### src/rtl/regf_pkg.sv
// Shared constants and write-port arbitration helper for the 2-write/2-read register file.
package regf_pkg;

    localparam int unsigned W_DEF       = 4;
    localparam int unsigned AW_DEF      = 2;
    localparam int unsigned D_DEF       = 1 << AW_DEF;
    localparam int unsigned RST_VAL_DEF = 0;

    // When both write ports target the same entry, port 1 takes the entry.
    localparam bit PORT1_WINS = 1'b1;

    typedef enum logic [1:0] {
        SEL_HOLD = 2'd0,
        SEL_P0   = 2'd1,
        SEL_P1   = 2'd2
    } wr_sel_e;

    // Resolve which write port owns an entry (or a read-port bypass) this cycle.
    function automatic wr_sel_e wr_sel(input logic hit0, input logic hit1);
        wr_sel_e sel;
        sel = SEL_HOLD;
        if (hit0 && hit1) begin
            sel = PORT1_WINS ? SEL_P1 : SEL_P0;
        end else if (hit1) begin
            sel = SEL_P1;
        end else if (hit0) begin
            sel = SEL_P0;
        end
        return sel;
    endfunction

endpackage

### src/rtl/regf_rdport.sv
// One combinational read port: stored-entry read with same-cycle write bypass.
// With REGF_ZERO_REG_EN defined, address 0 always reads as zero.
module regf_rdport
    import regf_pkg::*;
#(
    parameter int unsigned W  = W_DEF,
    parameter int unsigned AW = AW_DEF
) (
    input  logic [AW-1:0] addr,
    input  logic [W-1:0]  stored,
    input  logic          byp_en,
    input  logic          wen0,
    input  logic [AW-1:0] waddr0,
    input  logic [W-1:0]  wdata0,
    input  logic          wen1,
    input  logic [AW-1:0] waddr1,
    input  logic [W-1:0]  wdata1,
    output logic [W-1:0]  data_c
);

    logic hit0;
    logic hit1;

    assign hit0 = wen0 && (waddr0 == addr);
    assign hit1 = wen1 && (waddr1 == addr);

    // Bypass uses the same arbitration as the array write, so it predicts the next stored value.
    always_comb begin
        data_c = stored;
        if (byp_en) begin
            case (wr_sel(hit0, hit1))
                SEL_P1:  data_c = wdata1;
                SEL_P0:  data_c = wdata0;
                default: data_c = stored;
            endcase
        end
`ifdef REGF_ZERO_REG_EN
        if (addr == '0) begin
            data_c = '0;
        end
`endif
    end

endmodule

### src/rtl/wbit_regfile_2w2r.sv
// 2^AW-entry register file, two write ports, two bypassed read ports, dirty bits and collision flag.
// Optional REGF_ZERO_REG_EN hard-wires entry 0 to zero.
module wbit_regfile_2w2r
    import regf_pkg::*;
#(
    parameter int unsigned   W       = W_DEF,
    parameter int unsigned   AW      = AW_DEF,
    parameter logic [W-1:0]  RST_VAL = W'(RST_VAL_DEF)
) (
    input  logic                  CLK,
    input  logic                  RES,
    input  logic                  CLR,
    input  logic                  WEN0,
    input  logic [AW-1:0]         Add2,
    input  logic [W-1:0]          InA,
    input  logic                  WEN1,
    input  logic [AW-1:0]         Add3,
    input  logic [W-1:0]          InB,
    input  logic [AW-1:0]         Add0,
    input  logic [AW-1:0]         Add1,
    output logic [W-1:0]          Out0,
    output logic [W-1:0]          Out1,
    output logic [(1<<AW)-1:0]    Dirty,
    output logic                  Collide
);

    localparam int unsigned D = 1 << AW;

`ifdef REGF_ZERO_REG_EN
    localparam bit ZERO_REG = 1'b1;
`else
    localparam bit ZERO_REG = 1'b0;
`endif

    logic [D-1:0][W-1:0] ent;
    logic [D-1:0]        dirty_set;
    logic                collide_nxt;
    logic                byp_en;

    // Bypass is off during reset and clear so reads show the stored (reset) value.
    assign byp_en = RES && !CLR;

    for (genvar i = 0; i < D; i++) begin : g_ent
        if (ZERO_REG && (i == 0)) begin : g_zero
            assign ent[i] = '0;
        end else begin : g_reg
            logic         hit0;
            logic         hit1;
            logic [W-1:0] q;

            assign hit0   = WEN0 && (Add2 == AW'(i));
            assign hit1   = WEN1 && (Add3 == AW'(i));
            assign ent[i] = q;

            always_ff @(posedge CLK or negedge RES) begin
                if (!RES) begin
                    q <= RST_VAL;
                end else if (CLR) begin
                    q <= RST_VAL;
                end else begin
                    case (wr_sel(hit0, hit1))
                        SEL_P1:  q <= InB;
                        SEL_P0:  q <= InA;
                        default: q <= q;
                    endcase
                end
            end
        end
    end

    always_comb begin
        dirty_set = '0;
        if (WEN0) begin
            dirty_set[Add2] = 1'b1;
        end
        if (WEN1) begin
            dirty_set[Add3] = 1'b1;
        end
        if (ZERO_REG) begin
            dirty_set[0] = 1'b0;
        end
    end

    always_comb begin
        collide_nxt = WEN0 && WEN1 && (Add2 == Add3);
        if (ZERO_REG && (Add2 == '0)) begin
            collide_nxt = 1'b0;
        end
    end

    always_ff @(posedge CLK or negedge RES) begin
        if (!RES) begin
            Dirty   <= '0;
            Collide <= 1'b0;
        end else if (CLR) begin
            Dirty   <= '0;
            Collide <= 1'b0;
        end else begin
            Dirty   <= Dirty | dirty_set;
            Collide <= collide_nxt;
        end
    end

    regf_rdport #(.W(W), .AW(AW)) u_rd0 (
        .addr   (Add0),
        .stored (ent[Add0]),
        .byp_en (byp_en),
        .wen0   (WEN0),
        .waddr0 (Add2),
        .wdata0 (InA),
        .wen1   (WEN1),
        .waddr1 (Add3),
        .wdata1 (InB),
        .data_c (Out0)
    );

    regf_rdport #(.W(W), .AW(AW)) u_rd1 (
        .addr   (Add1),
        .stored (ent[Add1]),
        .byp_en (byp_en),
        .wen0   (WEN0),
        .waddr0 (Add2),
        .wdata0 (InA),
        .wen1   (WEN1),
        .waddr1 (Add3),
        .wdata1 (InB),
        .data_c (Out1)
    );

endmodule

### config.mk
export PLATFORM = sky130hd
export DESIGN_NAME = wbit_regfile_2w2r
export DESIGN_NICKNAME = d
export VERILOG_FILES = /design/src/rtl/regf_pkg.sv /design/src/rtl/regf_rdport.sv /design/src/rtl/wbit_regfile_2w2r.sv
export SDC_FILE = /design/constraint.sdc
export NUM_CORES = 1
export LEC_CHECK = 0
export CAP_MARGIN = 30
export CORE_ASPECT_RATIO = 1.1
export CORE_MARGIN = 2
export CORE_UTILIZATION = 55
export CTS_CLUSTER_DIAMETER = 80
export DETAILED_ROUTE_END_ITERATION = 6
export PLACE_DENSITY = 0.82
export SLEW_MARGIN = 20
export SYNTH_ARGS = -nofsm -noshare
export SYNTH_HDL_FRONTEND = slang
export SYNTH_SLANG_ARGS = --single-unit
export TNS_END_PERCENT = 50
### constraint.sdc
create_clock -name CLK -period 2.35 [get_ports CLK]
set_input_delay 0.235 -clock CLK [delete_from_list [all_inputs] [get_ports CLK]]
set_output_delay 0.235 -clock CLK [all_outputs]
set_load 0.02 [all_outputs]
==> metrics.md <==
| Metric | Value |
|---|---|
| Status | `completed` |
| Sequential area share after synthesis | `32.4%` |
| Residual DRC | `0` |
| Routed length on met1 | `1.75 mm` |
| I/O Buffers | `33` |
| Area grow syn2layout | `30.0%` |
| Vias | `1393` |
| Routed length on met3 | `between 300 and 400 µm` |
| Worst Path Max Fanout | `3` |
| Sequential share of power | `45.7%` |
| Initial Util | `58.5%` |
| Number of fill cells | `199` |
| Mapped Area | `approximately 1600 µm²` |
| Worst setup EP type | `output port` |
| Root buf cell | `clkbuf_4` |
| Worst Tran Pin Value | `0.475 ns` |
| CTS Buf Count | `3` |
| Count of cell types in the netlist | `29` |
| Row cnt | `20` |
| Clock power share | `between 15 and 20%` |
| Die area | `3400 µm²` |
| Crit path arrival time | `2.04 ns` |
| Peak VDD IR | `0.000320 V` |
| Fin. max-slew vios | `0` |
| Post-synthesis average cell area | `11.2 µm²` |
| Post-synth top area share | `32.4%` |
| First-pass GRT wire length | `6.93 mm` |
| PnR Total Power | `just under 900 µW` |
| Detailed Route WL | `4.40 mm` |
| Grt ovf | `0` |
| Syn Inst Count | `about 150` |
| Warnings, synthesis | `0` |
| Core box area | `about 2800 µm²` |
| Power density over the cells | `roughly 420 nW/µm²` |
| Worst Reg2Reg Path Length in Cells | `2` |
| Clock transition at path regs | `0.11 ns` |
| Smallest hold slack | `0.292 ns` |
| Rel. slew slack | `approximately two thirds` |
| Clock tree buffer depth | `2` |
| Ranking of synthesized cells by area | `dfrtp_1, mux2i_1, a211oi_1` |
| Routed wl met2 | `2.27 mm` |
| Pre-antenna DRT Iters | `4` |
| Fin crit period | `approximately 2.3 ns` |
| Final setup fails | `0` |
| Post-route ant nets | `0` |
| CP startpoint kind | `input pin` |
| DIE WIDTH | `approximately 56 µm` |
| GRT Util Overall | `27.4%` |
| Crit-path cells | `clkdlybuf4s50_1 > buf_4 > xor2_1 > nor3_2 > o31ai_2 > buf_4 > o221a_2 > clkdlybuf4s15_1` |
| Crit path kind | `input pin to output port` |
| HPWL Detailed | `3.32 mm` |
| Clk_skew | `0 ns` |
| Vias in the first global route | `1437` |
| Top Ports | `34` |
| P_sw | `approximately 270 µW` |
| Initial antenna violation count | `0` |
| Largest net degree at the start of global routing | `22` |
| Die Span Y | `~61 µm` |
| Mapped Nets | `166` |
| Fmax | `439 MHz` |
| Max Used Layer | `met4` |
| Crit path largest cell delay | `0.43 ns` |
| Max-cap violations | `0` |
| Clock Sinks | `21` |
| Switching share of power | `a little under a third` |
| Slowest cell on crit path | `clkdlybuf4s50_1` |
| Clock H-tree levels | `1` |
| TritonCTS clock tree | `done` |
| Leakage | `0.979 nW` |
| Most frequent CP cell | `buf_4` |
| Commonest non-fill, non-tap cell in the layout | `buf_4` |
| WP data required | `2.12 ns` |
| Number of diodes | `0` |
| Tcrit/Tclk final | `96.9%` |
| RSZ-0062 raised after global routing | `no` |
| Number of nets in the layout | `214` |
| RD Place Congestion | `0.891` |
| Most frequent cells in the layout | `buf_4, dfrtp_1, clkdlybuf4s50_1` |
| Worst skew pair latency | `0.30 ns` |
| P_int | `605 µW` |
| Vias per cell | `6.19` |
| Hold WC Path Type | `input pin to asynchronous set/reset pin` |
| Layout cells sized above 1 | `25.0%` |
| Power share of the combinational group | `34.8%` |
| Initial DRC Count | `38` |
| Final hold violations | `0` |
| WL/cell | `19.5 µm` |
| Post-synth top area cell | `dfrtp_1` |
| #FFs+latches synth | `21` |
==> final timing paths <==
path	slack [ns]	start	endpoint
hold reg to reg	0.55	Dirty[1]$_DFF_PN0_	Dirty[1]$_DFF_PN0_
max in group asynchronous	1.74	RES	g_ent[0].g_reg.q[3]$_DFFE_PN0P_
hold / removal	0.29	RES	Collide$_DFF_PN0_
setup reg to reg	1.51	g_ent[0].g_reg.q[3]$_DFFE_PN0P_	g_ent[0].g_reg.q[3]$_DFFE_PN0P_
setup / recovery	0.07	Add1[0]	Out1[2]
min in group CLK	0.53	Add3[1]	Collide$_DFF_PN0_
==> metrics by stage <==
step                area [µm²]  util, %  setup WS, ns  TNS (ns)  cells
finish                    2110     76.0        0.0730         0    225
global route              2110     76.0       0.00535         0    225
CTS                       2100     75.5       0.00222         0    225
detailed placement        2070     74.7        -0.248     -1.64    221
global placement          2070     74.7        -0.196     -1.30    221
floorplan                 1620        -         0.842         0    145
==> registers in the layout (all words and copies together), names as in the netlist <==
name and flops:
Collide 1, Dirty 4, g_ent.g_reg.q 16
==> metal layers <==
| layer | vias to the layer above | GRT usage, % |
|---|---|---|
| met4 | 0 | 10.5 |
| met5 | - | 0 |
| li1 | 639 | - |
| met3 | 9 | 5.12 |
| met1 | 687 | 32.7 |
| met2 | 58 | 50.3 |
==> cell usage after synthesis <==
| cell type | n |
|---|---|
| clkbuf_1 | 2 |
| nor3_2 | 3 |
| or2_1 | 1 |
| or2b_1 | 3 |
| buf_2 | 3 |
| mux2i_1 | 16 |
| or2_4 | 1 |
| xor2_1 | 6 |
| mux4_1 | 4 |
| dfrtp_1 | 21 |
| buf_6 | 3 |
| o221a_2 | 6 |
| or3_1 | 1 |
| o221a_1 | 2 |
| mux4_2 | 4 |
| o31ai_2 | 1 |
| buf_4 | 5 |
| nor2_1 | 17 |
| a31oi_1 | 3 |
| a211oi_1 | 16 |
| nor3_1 | 2 |
| nor3b_1 | 1 |
| nand2b_1 | 5 |
| nand3_1 | 2 |
| nor3b_4 | 1 |
| inv_1 | 4 |
| nand3b_1 | 7 |
| o31ai_1 | 1 |
| xor2_2 | 4 |
==> logic make-up after synthesis <==
| group | after synthesis | synth area share, % |
|---|---|---|
| xor+xnor | 10 | 7.24 |
| mux | 24 | 21.9 |
| compound gates | 29 | 15.3 |
| flops | 21 | 32.4 |
| buf+inv | 17 | 6.70 |
| simple gates | 44 | 16.5 |
==> timing repair <==
| item | in CTS | in global routing |
|---|---|---|
| hold buffers | 0 | 0 |
| setup buffers | 0 | 0 |
| endpoints found under the setup margin | 8 | 7 |
| pin swaps | 1 | 2 |
| resized for setup | 11 | 7 |
==> cell type report <==
class,instances,area (µm²),share of cell area (%)
inverter,4,15.0,0.711
multi-input combinational,107,997,47.2
timing repair buffer,56,505,23.9
clock buffer,4,26.3,1.24
sequential,21,526,24.9
tap,33,41.3,1.96
==> critical path, delay by kind of cell <==
| family | cells | cell delay, ns |
|---|---|---|
| buf+inv | 4 | 1.04 |
| compound gates | 2 | 0.37 |
| xor+xnor | 1 | 0.15 |
| simple gates | 1 | 0.24 |
==> power groups by stage <==
stage | registers, mW | clock network (mW) | logic (mW)
5_1_grt | 0.405 | 0.191 | 0.326
6_report | 0.402 | 0.171 | 0.306
2_1_floorplan | 0.410 | 0 | 0.176
3_5_place_dp | 0.408 | 0 | 0.316
4_1_cts | 0.401 | 0.180 | 0.306
3_3_place_gp | 0.407 | 0 | 0.306
Note: power is estimated with default switching activity, not from simulation.
